==> config.mk <==
export PLATFORM = sky130hd
export DESIGN_NAME = uart_rx_fifo
export DESIGN_NICKNAME = d
export VERILOG_FILES = /design/src/rtl/uart_rx_fifo.sv
export SDC_FILE = /design/constraint.sdc
export NUM_CORES = 1
export LEC_CHECK = 0
export CAP_MARGIN = 20
export CORE_MARGIN = 1.5
export CORE_UTILIZATION = 55
export CTS_CLUSTER_SIZE = 16
export DETAILED_ROUTE_END_ITERATION = 8
export HOLD_SLACK_MARGIN = 0.08
export PLACE_DENSITY = 0.79
export SLEW_MARGIN = 5
export SYNTH_ARGS = -nofsm -noshare
export SYNTH_HDL_FRONTEND = slang
export SYNTH_SLANG_ARGS = --single-unit
==> constraint.sdc <==
create_clock -name clk -period 5.75 [get_ports clk]
set_clock_uncertainty 0.1 [all_clocks]
set_input_delay 1.725 -clock clk [delete_from_list [all_inputs] [get_ports clk]]
set_output_delay 1.725 -clock clk [all_outputs]
set_load 0.03 [all_outputs]
==> src/rtl/uart_rx_fifo.sv <==
// Receive-side byte FIFO behind the UART receiver: edge-detected capture of in_data,
// valid/ready head port, fill level, almost-full warning and a sticky overflow flag.
module uart_rx_fifo #(
    parameter  int DEPTH     = 16,
    parameter  int AFULL_LVL = 12,
    localparam int CW        = $clog2(DEPTH + 1)
) (
    input  logic          clk,
    input  logic          rst_n,
    input  logic [7:0]    in_data,
    input  logic          in_rdy,
    output logic [7:0]    rd_data,
    output logic          rd_valid,
    input  logic          rd_ready,
    output logic [CW-1:0] count,
    output logic          full,
    output logic          almost_full,
    output logic          overflow,
    input  logic          ovf_clr
);
    localparam int AW = $clog2(DEPTH);

    logic [7:0]    mem_q [DEPTH];
    logic [AW-1:0] wr_ptr_q, wr_ptr_d;
    logic [AW-1:0] rd_ptr_q, rd_ptr_d;
    logic [CW-1:0] count_q, count_d;
    logic          in_rdy_prev_q, in_rdy_prev_d;
    logic          overflow_q, overflow_d;
    logic          is_full, is_empty, wr_stb, rd_xfer, wr_en, drop;

    always_comb begin
        is_full       = (count_q == CW'(DEPTH));
        is_empty      = (count_q == '0);
        wr_stb        = in_rdy & ~in_rdy_prev_q;
        rd_xfer       = ~is_empty & rd_ready;
        // A full FIFO still takes a byte when the head leaves in the same cycle
        wr_en         = wr_stb & (~is_full | rd_xfer);
        drop          = wr_stb & is_full & ~rd_xfer;
        in_rdy_prev_d = in_rdy;
        wr_ptr_d      = wr_en   ? wr_ptr_q + AW'(1) : wr_ptr_q;
        rd_ptr_d      = rd_xfer ? rd_ptr_q + AW'(1) : rd_ptr_q;
        count_d       = count_q;
        if (wr_en && !rd_xfer) begin
            count_d = count_q + CW'(1);
        end else if (!wr_en && rd_xfer) begin
            count_d = count_q - CW'(1);
        end
        overflow_d = overflow_q;
        if (drop) begin
            overflow_d = 1'b1;
        end else if (ovf_clr) begin
            overflow_d = 1'b0;
        end
    end

    always_ff @(posedge clk or negedge rst_n) begin
        if (!rst_n) begin
            wr_ptr_q      <= '0;
            rd_ptr_q      <= '0;
            count_q       <= '0;
            in_rdy_prev_q <= 1'b0;
            overflow_q    <= 1'b0;
        end else begin
            wr_ptr_q      <= wr_ptr_d;
            rd_ptr_q      <= rd_ptr_d;
            count_q       <= count_d;
            in_rdy_prev_q <= in_rdy_prev_d;
            overflow_q    <= overflow_d;
        end
    end

    // Storage is data only; its contents are meaningless until count says otherwise
    always_ff @(posedge clk) begin
        if (wr_en) begin
            mem_q[wr_ptr_q] <= in_data;
        end
    end

    assign count       = count_q;
    assign full        = is_full;
    assign almost_full = (count_q >= CW'(AFULL_LVL));
    assign rd_valid    = ~is_empty;
    assign overflow    = overflow_q;
    assign rd_data     = is_empty ? 8'h00 : mem_q[rd_ptr_q];

endmodule

==> parameters.txt, run 1 <==
Parameter                              Value

STA
  Final worst path period share ... 0.896
  Actual slew at the worst max-slew pin ... 0.984 ns
  Final worst slack ... 0.597 ns
  Setup repair after global routing missed its margin ... no
  Final total negative setup slack ... 0 ns
  Max-slew violations ... 0
  Remaining max-slew budget at the tightest pin ... 0.341
  Maximum clock rate ... 194 MHz
  Final hold violation count ... 0
  Minimum clock period ... 5.15 ns
  Final setup vio count ... 0

Setup path
  Biggest fanout along the worst timing path ... 28
  Total stage count of the critical path ... 6
  Launch point of the worst path ... rd_ptr_q[1]
  Worst R2R Path Depth ... 10
  Ordered cell list for the critical path ... buf_4 -> mux4_1 -> mux2_2 -> o21ai_1 -> a21oi_1 -> clkdlybuf4s50_1
  Endpoint type of the worst setup path ... output pin
  R2R setup slack ... 2.50 ns
  Worst EP arrival ... 3.33 ns
  FF-to-FF End ... count[4]
  Worst setup path category ... flop to output pin
  Worst reg2reg startpoint ... count[0]
  Required time at the endpoint of the critical path ... 3.92 ns
  Startpoint type of the worst setup path ... flop
  Maximum single-stage delay on the critical path ... 0.65 ns
  Crit path to ... rd_data[5]
  Kind of cell adding the most delay to the critical path ... buffers and inverters
  CP bufs+invs ... 2
  Cell with the largest stage delay on the worst path ... clkdlybuf4s50_1

Global route
  Antenna violations before repair ... 0
  Overall fraction of global-route tracks in use ... 0.215
  Global route total overflow ... 0
  First-pass GRT wire length ... 17300 um
  Vias in the first global route ... 3028
  Pin count of the biggest net entering global routing ... 29

Flow run
  Number of maximum-capacitance violations ... 0

Drt
  Detailed-route DRC error count ... 0
  Drt initial violations ... 226
  Final ANT Viol Nets ... 0
  Drt pass-1 iters ... 5
  Total routed wirelength ... 11000 um
  Number of vias per cell ... 5.94
  Via total after detailed routing ... 2935
  WL per Instance ... 22.3 um

Pwr
  Pwr dens ... 504 mW/mm^2
  Cell-internal power ... 2.30 mW
  Post-layout power ... 3.43 mW
  Power share of the clock group ... 0.270
  Worst vdd ir ... 0.345 mV
  Proportion of total power due to net switching ... 0.331
  Switching power ... 1.14 mW
  Leakage Power ... 2.30 nW
  Sequential share of power ... 0.394
  Part of the power in combinational logic ... 0.336

Placed design
  Setup Slack @ Placement ... 1.17 ns
  Half-perimeter wire length after placement ... 6680 um
  Placement-stage cell area ... 0.00629 sq mm
  IO Port Bufs ... 29
  Placed Instances ... 462
  Last weighted congestion value of the routability-driven placer ... 0.759

Synth
  Number of distinct library cells after synthesis ... 40
  Sequential share of the synthesized area ... 0.712
  Synth Warn # ... 0
  Register bit total from synthesis ... 143
  Mapped cell area ... 0.00593 sq mm
  Post-synthesis cell count ... 308
  Mean Syn Cell Area ... 19.2 sq um
  Mapped Nets ... 332

Finish
  Highest-count cells in the layout ignoring fill and taps ... edfxtp_1, clkdlybuf4s50_1, mux4_2, clkbuf_16, dfrtp_1
  Number of diodes added for antenna fixing ... 0
  Final non-filler cell total ... 494
  Fin nets ... 369
  Final Instance Area ... 0.00681 sq mm
  Commonest non-fill, non-tap cell in the layout ... edfxtp_1
  FILL cells ... 698
  Synthesis-to-layout area growth ... 14.8%
  Proportion of layout cells with a drive suffix above 1 ... 0.201

Die
  Starting density of the core ... 0.572
  Die width ... 107 um
  Core Area ... 0.0104 sq mm
  Die H ... 107 um
  Top-level port count ... 30
  Number of rows in the core area ... 37
  Area of the die ... 0.0114 sq mm

Clock network
  Register clock-pin slew on the reported worst setup and hold paths ... 0.06 ns
  Count of cells resized by post-cts repair ... 0
  Number of hold buffers added after CTS ... 0
  Clock insertion delay at the later pin of the skew report ... 0.52 ns
  Maximum clock path buffer count ... 2
  TritonCTS sink count ... 143
  Number of buffers added for setup after CTS ... 0
  CTS tree ... done
  Number of buffers added by the clock tree synthesis step ... 17
  H-tree levels ... 4
  Clk root buf ... clkbuf_8

Min path
  Instance count along the most critical hold path ... 2
  Min-delay worst type ... flop to flop

Status
  Result of the run ... finished clean
==> state kept, by name, indices dropped and copies added (netlist names) <==
signal / count
overflow: 1
wr_ptr_q: 4
count: 5
in_rdy_prev_q: 1
mem_q: 128
rd_ptr_q: 4
==> stage by stage <==
stage	utilization	hold slack, ns
after floorplan	-	0.424
after global placement	0.607	0.422
after detailed placement	0.607	0.428
after CTS	0.656	0.440
after global routing	0.656	0.488
final	0.656	0.429
==> worst min-delay path by stage <==
stage / start / endpoint / slack [ns]
global route: overflow / overflow / 0.49
finish: overflow / overflow / 0.43
floorplan: in_rdy_prev_q / overflow / 0.42
CTS: overflow / overflow / 0.44
detailed placement: overflow / overflow / 0.43
global placement: overflow / overflow / 0.42
==> per-layer routing <==
metal  GRT usage  wire length [um]  vias up
met5           0                 0        -
li1            -                 -     1312
met1       0.290              4610     1476
met3      0.0553               674        9
met2       0.352              5670      138
met4      0.0610                76        0
==> cell usage after synthesis, drive strengths merged <==
cell,n,share of area
mux2,9,0.017
mux4,32,0.13
edfxtp,128,0.65
fa,1,0.0034
nand3,4,0.0034
dfrtp,15,0.063
nand2b,3,0.0032
nor2b,1,0.0011
a21oi,9,0.0076
buf,12,0.018
or3,2,0.0021
nand4,1,0.0011
mux2i,9,0.015
and2,1,0.0011
a31oi,1,0.0021
inv,8,0.0051
clkbuf,4,0.0059
nand2,11,0.0070
xnor2,8,0.012
o21ai,12,0.010
ha,10,0.021
a21o,1,0.0013
nor4,1,0.0011
nor3,5,0.0042
xor2,1,0.0015
o21a,1,0.0013
and3,1,0.0011
o22ai,1,0.0011
nor2,12,0.0076
o311ai,1,0.0015
or2b,1,0.0013
o2111ai,2,0.0030
==> cell type report <==
class	count	area, sq um	area share
clock buffers	17	414	0.0608
clock inverters	15	98.8	0.0145
inverters	8	30.0	0.00441
multi-input cells	141	1550	0.227
flip-flops and latches	143	4220	0.620
well taps	136	170	0.0250
repair buffers	34	328	0.0482
==> cell families after synthesis <==
group | count (synthesis) | share of synthesized area
xor+xnor | 9 | 0.0133
flops | 143 | 0.712
compound gates | 28 | 0.0279
buf+inv | 24 | 0.0289
mux | 50 | 0.160
fa+ha+maj | 11 | 0.0245
simple gates | 43 | 0.0340
==> power groups by stage <==
stage	Clock, mW	Sequential (mW)	Combinational [mW]
after detailed placement	0	1.37	1.15
after floorplan	0	1.32	0.886
after CTS	0.946	1.35	1.16
final	0.928	1.35	1.15
after global routing	0.984	1.37	1.23
after global placement	0	1.37	1.12
==> worst min-delay path, delay by kind of cell (launching register included) <==
| kind | cells | cell delay, ns |
|---|---|---|
| buf+inv | 1 | 0.05 |
| compound gates | 1 | 0.06 |
| flops | 1 | 0.37 |
Power figures use the tool's default switching activity.
==> inputs of run 2 (changes only) <==
--- a/constraint.sdc
+++ b/constraint.sdc
@@ -4,2 +4,2 @@
 set_output_delay 1.725 -clock clk [all_outputs]
-set_load 0.03 [all_outputs]
+set_load 0.05 [all_outputs]
==> parameters.txt, run 2 (synthesis results as in run 1) <==
Parameter                              Value

Placed design
  Half-perimeter wire length after placement ... 6780 um (was 6680 um)
  IO Port Bufs ... 29 (unchanged)
  Last weighted congestion value of the routability-driven placer ... 0.779 (was 0.759)

Setup path
  Required time at the endpoint of the critical path ... 3.92 ns (about the same)
  Startpoint type of the worst setup path ... flop (unchanged)
  Worst EP arrival ... 3.36 ns (was 3.33 ns)
  Endpoint type of the worst setup path ... output pin (unchanged)
  Worst setup path category ... flop to output pin (unchanged)
  Biggest fanout along the worst timing path ... 31 (was 28)
  R2R setup slack ... 2.48 ns (was 2.50 ns)

Global route
  Global route total overflow ... 0 (unchanged)
  Pin count of the biggest net entering global routing ... 32 (was 29)
  Overall fraction of global-route tracks in use ... 0.219 (was 0.215)
  Vias in the first global route ... 3106 (was 3028)
  First-pass GRT wire length ... 17600 um (was 17300 um)
  Antenna violations before repair ... 0 (unchanged)

STA
  Maximum clock rate ... 193 MHz (was 194 MHz)
  Actual slew at the worst max-slew pin ... 0.985 ns (was 0.984 ns)
  Final hold violation count ... 0 (unchanged)
  Remaining max-slew budget at the tightest pin ... 0.341 (about the same)
  Setup repair after global routing missed its margin ... no (unchanged)
  Minimum clock period ... 5.19 ns (was 5.15 ns)
  Final Hold Slack ... 0.440 ns (was 0.429 ns)
  Final setup vio count ... 0 (unchanged)
  Final total negative setup slack ... 0 ns (unchanged)
  Final worst path period share ... 0.902 (was 0.896)
  Max-slew violations ... 0 (unchanged)

Pwr
  Proportion of total power due to net switching ... 0.347 (was 0.331)
  Post-layout power ... 3.67 mW (was 3.43 mW)
  Leakage Power ... 2.34 nW (was 2.30 nW)
  Worst vdd ir ... 0.484 mV (was 0.345 mV)
  Sequential share of power ... 0.375 (was 0.394)
  Part of the power in combinational logic ... 0.342 (was 0.336)
  Pwr dens ... 534 mW/mm^2 (was 504 mW/mm^2)
  Switching power ... 1.27 mW (was 1.14 mW)
  Cell-internal power ... 2.40 mW (was 2.30 mW)
  Power share of the clock group ... 0.283 (was 0.270)

Clock network
  Count of cells resized by post-cts repair ... 0 (unchanged)
  Maximum clock path buffer count ... 2 (unchanged)
  Register clock-pin slew on the reported worst setup and hold paths ... 0.06 ns (about the same)
  Number of buffers added for setup after CTS ... 0 (unchanged)
  H-tree levels ... 4 (unchanged)
  Number of hold buffers added after CTS ... 0 (unchanged)
  CTS tree ... done (unchanged)
  Clock insertion delay at the later pin of the skew report ... 0.53 ns (was 0.52 ns)
  Clk root buf ... clkbuf_8 (unchanged)
  TritonCTS sink count ... 143 (unchanged)
  Number of buffers added by the clock tree synthesis step ... 17 (unchanged)

Drt
  Number of vias per cell ... 5.94 (about the same)
  Total routed wirelength ... 11000 um (about the same)
  Final ANT Viol Nets ... 0 (unchanged)
  Via total after detailed routing ... 2947 (was 2935)
  Drt pass-1 iters ... 4 (was 5)
  WL per Instance ... 22.2 um (was 22.3 um)
  Drt initial violations ... 323 (was 226)
  Detailed-route DRC error count ... 0 (unchanged)

Die
  Area of the die ... 0.0114 sq mm (unchanged)
  Core Area ... 0.0104 sq mm (unchanged)
  Starting density of the core ... 0.572 (unchanged)
  Number of rows in the core area ... 37 (unchanged)
  Die H ... 107 um (unchanged)
  Top-level port count ... 30 (unchanged)
  Die width ... 107 um (unchanged)

Status
  Result of the run ... finished clean (unchanged)

Finish
  Highest-count cells in the layout ignoring fill and taps ... edfxtp_1, clkdlybuf4s50_1, mux4_2, clkbuf_16, dfrtp_1 (unchanged)
  Final core utilization ... 0.663 (was 0.656)
  Synthesis-to-layout area growth ... 16.0% (was 14.8%)
  Area taken by multi-input logic gates ... 0.00154 sq mm (was 0.00155 sq mm)
  Fin nets ... 371 (was 369)
  Commonest non-fill, non-tap cell in the layout ... edfxtp_1 (unchanged)
  Number of diodes added for antenna fixing ... 0 (unchanged)
  Register bank with the most flops ... mem_q (unchanged)
  FF/Latch Area ... 0.00422 sq mm (unchanged)
  FILL cells ... 682 (was 698)
  Proportion of layout cells with a drive suffix above 1 ... 0.197 (was 0.201)
  Flip-flop count of the largest register, all copies and words added ... 128 (unchanged)

Flow run
  Number of maximum-capacitance violations ... 0 (unchanged)

Min path
  Min-delay worst type ... flop to flop (unchanged)
run 2: changes by cell type in the layout (fill, tap and decap cells not counted), sizes merged:
cell      delta
buf          +2
clkinv       -2
clkinvlp     -4
bufinv       +2
inv          +4
run 2: power by group through the flow:
stage,sequential (mW),combinational [mW],clock (mW)
2_1_floorplan,1.35,0.989,0
3_5_place_dp,1.40,1.26,0
5_1_grt,1.40,1.34,1.10
4_1_cts,1.38,1.27,1.06
6_report,1.38,1.26,1.04
3_3_place_gp,1.39,1.24,0
run 2: area by class of cell:
cell class / instances / share of cell area
flip-flops and latches: 143 / 0.614
multi-input cells: 141 / 0.224
clock buffers: 17 / 0.0602
repair buffers: 36 / 0.0499
well taps: 136 / 0.0247
clock inverters: 15 / 0.0231
inverters: 8 / 0.00437
run 2: final timing paths:
check                       startpoint  cells after the start          end
min reg2reg                   overflow                      2     overflow
min                           overflow                      2     overflow
min in group asynchronous        rst_n                      1     count[2]
max in group asynchronous        rst_n                      1  rd_ptr_q[0]
max reg2reg                   count[1]                     10     count[4]
max                        rd_ptr_q[1]                      6   rd_data[4]
run 2: per-stage QoR:
step           instance area, sq um  worst slack, ns  cells
2_1_floorplan                  5930             1.81    308
3_3_place_gp                   6300             1.13    464
3_5_place_dp                   6300             1.13    464
4_1_cts                        6880            0.530    496
5_1_grt                        6880            0.398    496
6_report                       6880            0.564    496
run 2: per-layer routing:
metal  routed length (um)  GRT usage  up-vias
met2                 5580      0.351      117
met1                 4470      0.290     1506
li1                     -          -     1311
met5                    0          0        -
met4                  161     0.0857        0
met3                  817     0.0590       13
run 2: worst max-delay path, stage by stage (launching register included):
cell	delay, ns
dfrtp_1	0.47
buf_4	0.47
mux4_1	0.65
mux2_2	0.29
o21ai_1	0.14
a21oi_1	0.07
clkdlybuf4s50_1	0.74
